==> src/rtl/if_fetch_unit.sv <==
// RV32I instruction fetch stage: owns the fetch PC, issues req/gnt/rvalid word
// requests and buffers returned words in an in-order FIFO for the IF/ID register.
module if_fetch_unit #(
    parameter logic [31:0] RESET_PC = 32'h0000_0000,
    parameter int          DEPTH    = 2
) (
    input  logic        clk,
    input  logic        rst,
    input  logic [5:0]  stall,
    input  logic        ex_b_flag,
    input  logic [31:0] ex_b_addr,
    input  logic        id_b_flag,
    input  logic [31:0] id_b_addr,
    output logic        imem_req,
    output logic [31:0] imem_addr,
    input  logic        imem_gnt,
    input  logic        imem_rvalid,
    input  logic [31:0] imem_rdata,
    output logic [31:0] if_pc,
    output logic [31:0] if_inst,
    output logic        stallreq_if
);

    localparam int PW = (DEPTH > 1) ? $clog2(DEPTH) : 1;
    localparam int CW = $clog2(DEPTH + 1);
    localparam logic [CW-1:0] DEPTH_C = CW'(DEPTH);
    localparam logic [CW:0]   DEPTH_W = (CW + 1)'(DEPTH);

    logic [31:0]   fetch_pc;
    logic [31:0]   fifo_pc   [DEPTH];
    logic [31:0]   fifo_inst [DEPTH];
    logic [31:0]   addr_q    [DEPTH];
    logic [PW-1:0] rd_ptr, wr_ptr, aq_rd, aq_wr;
    logic [CW-1:0] count, inflight, drop_cnt, live;
    logic [CW:0]   occupancy;
    logic [31:0]   target;
    logic          redir, pop, push, grant;
    logic          unused_stall;

    assign redir  = ex_b_flag | id_b_flag;
    assign target = {(ex_b_flag ? ex_b_addr[31:2] : id_b_addr[31:2]), 2'b00};
    assign pop    = !stall[1] && (count != '0) && !redir;
    assign live   = inflight - drop_cnt;

    // Credit: live responses plus buffered words after this cycle's pop must leave
    // room, so every live response is guaranteed a FIFO slot when it returns.
    assign occupancy = {1'b0, live} + {1'b0, count} - (CW + 1)'(pop);
    assign imem_req  = !rst && !stall[0] && !redir &&
                       (inflight < DEPTH_C) && (occupancy < DEPTH_W);
    assign grant     = imem_req & imem_gnt;
    assign push      = imem_rvalid && (drop_cnt == '0) && !redir;

    assign imem_addr    = fetch_pc;
    assign if_pc        = (count != '0) ? fifo_pc[rd_ptr]   : 32'h0;
    assign if_inst      = (count != '0) ? fifo_inst[rd_ptr] : 32'h0;
    assign stallreq_if  = (count == '0);
    assign unused_stall = ^stall[5:2];

    // Control state; a redirect flushes the FIFO and marks every live in-flight
    // response stale (the one returning this very cycle is already gone).
    always_ff @(posedge clk or posedge rst) begin
        if (rst) begin
            fetch_pc <= RESET_PC;
            rd_ptr   <= '0;
            wr_ptr   <= '0;
            aq_rd    <= '0;
            aq_wr    <= '0;
            count    <= '0;
            inflight <= '0;
            drop_cnt <= '0;
        end else begin
            inflight <= inflight + CW'(grant) - CW'(imem_rvalid);
            if (grant)
                aq_wr <= aq_wr + PW'(1);
            if (imem_rvalid)
                aq_rd <= aq_rd + PW'(1);
            if (redir) begin
                fetch_pc <= target;
                rd_ptr   <= '0;
                wr_ptr   <= '0;
                count    <= '0;
                drop_cnt <= inflight - CW'(imem_rvalid);
            end else begin
                if (grant)
                    fetch_pc <= fetch_pc + 32'd4;
                if (imem_rvalid && (drop_cnt != '0))
                    drop_cnt <= drop_cnt - CW'(1);
                if (push)
                    wr_ptr <= wr_ptr + PW'(1);
                if (pop)
                    rd_ptr <= rd_ptr + PW'(1);
                count <= count + CW'(push) - CW'(pop);
            end
        end
    end

    // Storage needs no reset: the counters above decide which entries are valid.
    always_ff @(posedge clk) begin
        if (grant)
            addr_q[aq_wr] <= fetch_pc;
        if (push) begin
            fifo_pc[wr_ptr]   <= addr_q[aq_rd];
            fifo_inst[wr_ptr] <= imem_rdata;
        end
    end

endmodule

==> config.mk <==
export PLATFORM = sky130hd
export DESIGN_NAME = if_fetch_unit
export DESIGN_NICKNAME = d
export VERILOG_FILES = /design/src/rtl/if_fetch_unit.sv
export SDC_FILE = /design/constraint.sdc
export NUM_CORES = 1
export LEC_CHECK = 0
export ABC_AREA = 0
export ABC_CLOCK_PERIOD_IN_PS = 9700
export CORE_MARGIN = 8
export CORE_UTILIZATION = 30
export CTS_CLUSTER_DIAMETER = 120
export DETAILED_ROUTE_END_ITERATION = 7
export GPL_ROUTABILITY_DRIVEN = 0
export GPL_TIMING_DRIVEN = 0
export SYNTH_ARGS = -nofsm -noshare
export SYNTH_HDL_FRONTEND = slang
export SYNTH_SLANG_ARGS = --single-unit
==> constraint.sdc <==
create_clock -name clk -period 9.7 [get_ports clk]
set_input_delay 0.97 -clock clk [delete_from_list [all_inputs] [get_ports clk]]
set_output_delay 0.97 -clock clk [all_outputs]
set_load 0.02 [all_outputs]
Yosys cells after proc, flatten, opt, wreduce, memory -nomap -nowiden
Memory sizes are Yosys's and may differ from the RTL's.
Index checks and enable logic that the tools add are counted.
Storage, ports and cells
  logic and storage cells: 66
  input port bits: 108
  memory bits (writable): 192
  register bits: 42
  memories: 3
  output and inout bits: 98
Operators by class
  muxes and demuxes: 16
  magnitude comparators: 2
  add/sub/neg operators: 14
  bitwise gates (word level): 2
  reductions and logical operators: 21
Memories
  addr_q: depth 2, bits a word 32, read ports 1, clocked after memory_dff 0, wr ports 1, RTL line 32  | logic [31:0] addr_q [DEPTH];
  fifo_inst: depth 2, bits a word 32, read ports 1, clocked after memory_dff 0, wr ports 1, RTL line 31  | logic [31:0] fifo_inst [DEPTH];
  fifo_pc: depth 2, bits a word 32, read ports 1, clocked after memory_dff 0, wr ports 1, RTL line 30  | logic [31:0] fifo_pc [DEPTH];
Operators with widths (count)
  $mux W32: 4
  $add A32 B3 Y32 const B: 1
  $mux W30: 1
  $reduce_bool A2 Y1: 6
  $logic_and A1 B1 Y1: 9
  $mux W1: 8
  $mux W2: 3
  $sub A2 B1 Y2: 3
  $add A1 B1 Y1 const B: 4
  $add A2 B1 Y2: 2
  $logic_not A1 Y1: 4
  $logic_not A2 Y1: 2
  $add A2 B2 Y3: 1
  $lt A3 B2 Y1 const B: 1
  $sub A3 B1 Y3: 1
  $lt A2 B2 Y1 const B: 1
  $sub A2 B1 Y2 const B: 1
  $sub A2 B2 Y2: 1
  $and A1 B1 Y1: 1
  $or A1 B1 Y1: 1

Longest topological paths before layout
Gate-level depths: netlist (run 1).
  depth in word-level cells: 9
  depth in mapped cells: 14
  depth with buffers taken out: 14

Worst setup path after synthesis (run 1)
No wires, ideal clock.
  path type: input port to flip-flop
  from: input id_b_flag
  to: memory fifo_inst[0][0] (enable)
  arrival: 6.115 ns
  setup slack: 3.027 ns
  stages on the path: 5
  buffers on the path: 3
  setup time: 0.558 ns
  cells stage by stage: buf_2 -> or2_2 -> buf_2 -> buf_1 -> nor3_1
Between the ends
  word-level cells in the longest chain between the ends: 5
Ends and longest elaborated chain
  start, declared: RTL line 12  | input logic id_b_flag,
  $or A1 B1 Y1: RTL line 40  | assign redir = ex_b_flag | id_b_flag;
  $logic_not A1 Y1: RTL line 51  | assign push = imem_rvalid && (drop_cnt == '0) && !redir;
  $logic_and A1 B1 Y1: RTL line 51
  $mux W1: RTL line 101  | if (push) begin
  $mux W1 (not written as such): RTL line 103  | fifo_inst[wr_ptr] <= imem_rdata;
  end, declared: RTL line 31
No other way between the ends.

Worst setup path in the final report (run 1)
  from: input ex_b_flag
  to: output imem_req
Between the ends
  word-level cells in the longest chain between the ends: 6
  elaborated cells on any way between the ends: 8
Ends and longest elaborated chain
  start, declared: RTL line 10  | input logic ex_b_flag,
  $or A1 B1 Y1 (*): RTL line 40
  $logic_not A1 Y1 (*): RTL line 42, 48
  $logic_and A1 B1 Y1: RTL line 42  | assign pop = !stall[1] && (count != '0) && !redir;
  $sub A3 B1 Y3: RTL line 47  | assign occupancy = {1'b0, live} + {1'b0, count} - (CW + 1)'(pop);
  $lt A3 B2 Y1: RTL line 49  | (inflight < DEPTH_C) && (occupancy < DEPTH_W);
  $logic_and A1 B1 Y1 (*): RTL line 49
  end, declared: RTL line 14  | output logic imem_req,
Every way passes the cells marked *; elsewhere a longest branch is shown, timed or not.

==> results of run 1 <==
==> metrics by stage <==
step           cells  cell area (sq um)   util  setup slack, ns  hold slack (ns)
6_report        1334              13000  0.413             4.60            0.517
5_1_grt         1334              13000  0.413             4.46            0.549
4_1_cts         1334              13000  0.413             4.59            0.520
3_5_place_dp    1288              12200  0.388             4.40            0.505
3_3_place_gp    1274              12000  0.382           -0.684            0.473
2_1_floorplan    680               9590      -             3.03            0.460
==> cells in the mapped netlist, types with 4 or more instances <==
library cell | instances | share of area
and3_1 | 4 | 0.0026
o21ai_0 | 21 | 0.011
a21oi_1 | 28 | 0.015
nand4_1 | 13 | 0.0085
nand2_1 | 29 | 0.011
nor2_1 | 96 | 0.038
buf_1 | 10 | 0.0039
xnor2_1 | 13 | 0.012
ha_1 | 8 | 0.010
nor3_1 | 5 | 0.0026
nor2b_1 | 6 | 0.0039
clkbuf_1 | 18 | 0.0071
inv_1 | 11 | 0.0043
mux2i_1 | 81 | 0.085
o31ai_1 | 4 | 0.0031
edfxtp_1 | 184 | 0.58
mux2_2 | 31 | 0.036
nand3_1 | 13 | 0.0068
dfrtp_1 | 40 | 0.10
and2_1 | 5 | 0.0033
buf_4 | 4 | 0.0031
a211oi_1 | 7 | 0.0055
xor2_1 | 9 | 0.0082
==> worst paths after layout <==
path / from / endpoint / slack, ns / cells after the start
max in group asynchronous: rst / imem_addr[28] / 8.39 / 3
min: inflight[0] / inflight[0] / 0.52 / 1
min in group asynchronous: rst / inflight[1] / 0.80 / 2
max: ex_b_flag / imem_req / 4.60 / 9
max reg2reg: count[0] / addr_q[1][25] / 5.25 / 8
min reg2reg: inflight[0] / inflight[0] / 0.52 / 1
==> state kept, by name (all words and copies together) (netlist names) <==
signal     cells
fifo_pc       60
rd_ptr         1
addr_q        60
inflight       2
drop_cnt       2
imem_addr     30
count          2
wr_ptr         1
aq_rd          1
fifo_inst     64
aq_wr          1
==> power by group through the flow <==
stage          Sequential, W  Combinational, W  Clock (W)
6_report             0.00115          0.000415   0.000898
5_1_grt              0.00116          0.000456   0.000964
4_1_cts              0.00115          0.000422   0.000928
3_5_place_dp         0.00117          0.000418          0
3_3_place_gp         0.00118          0.000408          0
2_1_floorplan        0.00117          0.000252          0
==> routing by layer <==
layer  routed length (um)  vias to the layer above  global-route usage
met2                12300                      198               0.220
met4                  521                        0              0.0348
met3                 1680                       35              0.0345
met1                11700                     3025               0.178
met5                    0                        -                   0
li1                     -                     2988                   -
==> layout make-up <==
type,instances,area (sq um)
fillers,2920,18500
flip-flops and latches,224,6530
multi-input cells,409,2870
repair buffers,206,2110
clock buffers,31,668
well taps,402,503
plain buffers,35,156
clock inverters,15,119
inverters,12,47.5
==> cell families (layout without fill, tap and decap cells) <==
family,count (synthesis),in the layout
AND/OR/NAND/NOR,186,186
buffers and inverters,47,299
other,1,4
AO/OA/AOI/OAI,76,76
XOR/XNOR,22,22
multiplexers,112,112
adder cells (fa/ha/maj),9,9
flip-flops,224,224
==> flow_summary.json, run 1 <==
{
  "grt_max_degree": 31,
  "synthArstFlopShare": 0.179,
  "first_iter_violations": 306,
  "swShare": 0.259,
  "die_h_um": 195,
  "crit_family": "buffers and inverters",
  "antenna_found_initial": 0,
  "maxCapViolCount": 0,
  "power.switching_w": 0.000640,
  "grt_pass1_wl_mm": 40.0,
  "ir_drop_mv": 0.102,
  "synth-seq-cells": 224,
  "dr_total_vias": 6246,
  "hold_viol_final": 0,
  "rsz0062_at_grt": "false",
  "critPathMaxStageDelay_ns": 0.65,
  "layout.nets": 1030,
  "htreeDepth": 1,
  "root_buffer": "clkbuf_16",
  "cp_slowest_cell": "clkdlybuf4s50_1",
  "grt_usage": 0.135,
  "ios": 206,
  "cts_buffer_depth": 3,
  "muxShareOfSynthArea": 0.121,
  "p_int_w": 0.00183,
  "drv_slew": 0,
  "cts_tree": "yes",
  "cp_cell_sequence": "clkdlybuf4s50_1 > or2_2 > buf_2 > o21ai_0 > nand3_1 > fa_1 > or4b_4 > nor3_1 > clkdlybuf4s50_1",
  "cts_resized": 0,
  "seq_power_share": 0.468,
  "min_period_ns": 5.10,
  "core_area_sq_um": 31500,
  "ys_warn_count": 0,
  "dieArea_sq_um": 37900,
  "max_clock_freq_mhz": 196,
  "slew_headroom": 0.346,
  "dp_hpwl_mm": 19.3,
  "gr-total-overflow": 0,
  "clock_skew_ns": 0.0168,
  "syn-cell-area_sq_um": 9570,
  "die_w_um": 195,
  "synth_compound_area_frac": 0.0482,
  "power.share.combinational": 0.168,
  "post-route-drc-count": 0,
  "postCtsHoldBufs": 0,
  "min_path_type": "reg2reg",
  "finalWirelength_mm": 26.2,
  "post_drt_wl_per_cell_um": 19.6,
  "grt_pass1_vias": 6462,
  "critPathLaunchType": "input port",
  "synth_edf_count": 184,
  "period_share": 0.526,
  "cts-buffers-inserted": 25,
  "setup_viol": 0,
  "antenna_cells": 0,
  "arrival_ns": 4.13,
  "portBuffers": 192,
  "ant_nets": 0,
  "drive_above_1_share": 0.115,
  "critPathRequiredTime_ns": 8.73,
  "postCtsSetupBuffers": 0,
  "status": "finished clean",
  "finalSetupTns_ns": 0,
  "synthCells": 677,
  "critical_path_class": "in2out",
  "cellPowerDensity_nw_per_um2": 190,
  "total_power_w": 0.00247,
  "cp_max_fo": 10,
  "yosysUniqueCellTypes": 51,
  "cpMostUsedCell": "clkdlybuf4s50_1",
  "syn2layout_area_growth_pct": 35.8,
  "avgSynthCellArea_sq_um": 14.1,
  "synth_adder_area_share": 0.0125,
  "avgViaCountPerCell": 4.68,
  "final_common_cell": "clkdlybuf4s50_1",
  "synth_top_family_by_area": "multiplexers",
  "cp.buffers_inverters": 3,
  "drt-pass1-iter-count": 4,
  "initial_core_util": 0.304,
  "p_leak_nw": 4.38,
  "synthSimpleGateAreaFrac": 0.0946,
  "numClockSinks": 224,
  "clockPowerShare": 0.364,
  "path_clk_slew_ns": 0.06,
  "final_cell_mix": "clkdlybuf4s50_1, edfxtp_1, nor2_1",
  "worstMarginPinSlew_ns": 0.981,
  "ys_seq_area_frac": 0.682,
  "clk_latency_ns": 0.52,
  "synth-main-ff-cell": "edfxtp_1",
  "crit_path_end_kind": "output port",
  "synth_xor_area_frac": 0.0201,
  "fp-row-count": 65
}
(Power assumes the default switching activity.)
==> run 2: changes to the inputs <==
--- a/config.mk
+++ b/config.mk
@@ -6,7 +6,7 @@
 export NUM_CORES = 1
 export LEC_CHECK = 0
 export ABC_AREA = 0
-export ABC_CLOCK_PERIOD_IN_PS = 9700
+export ABC_CLOCK_PERIOD_IN_PS = 5000
 export CORE_MARGIN = 8
 export CORE_UTILIZATION = 30
 export CTS_CLUSTER_DIAMETER = 120
==> constraint.sdc (replaced) <==
create_clock -name clk -period 5 [get_ports clk]
set_input_delay 0.5 -clock clk [delete_from_list [all_inputs] [get_ports clk]]
set_output_delay 0.5 -clock clk [all_outputs]
set_load 0.02 [all_outputs]
==> results of run 2 <==
Same layout as run 1 (identical final DEF). Status: finished clean.
Among the figures that moved: setup slack after placement 4.40 ns -> 0.170 ns; setup slack after layout 4.60 ns -> 0.553 ns; hold slack 0.517 ns -> 0.333 ns; start point of the critical path ex_b_flag -> count[0]; end point of the critical path imem_req -> addr_q[1][25]; register-to-register setup slack 5.25 ns -> 0.55 ns; total power 0.00247 W -> 0.00479 W; worst IR drop on VDD 0.102 mV -> 0.198 mV
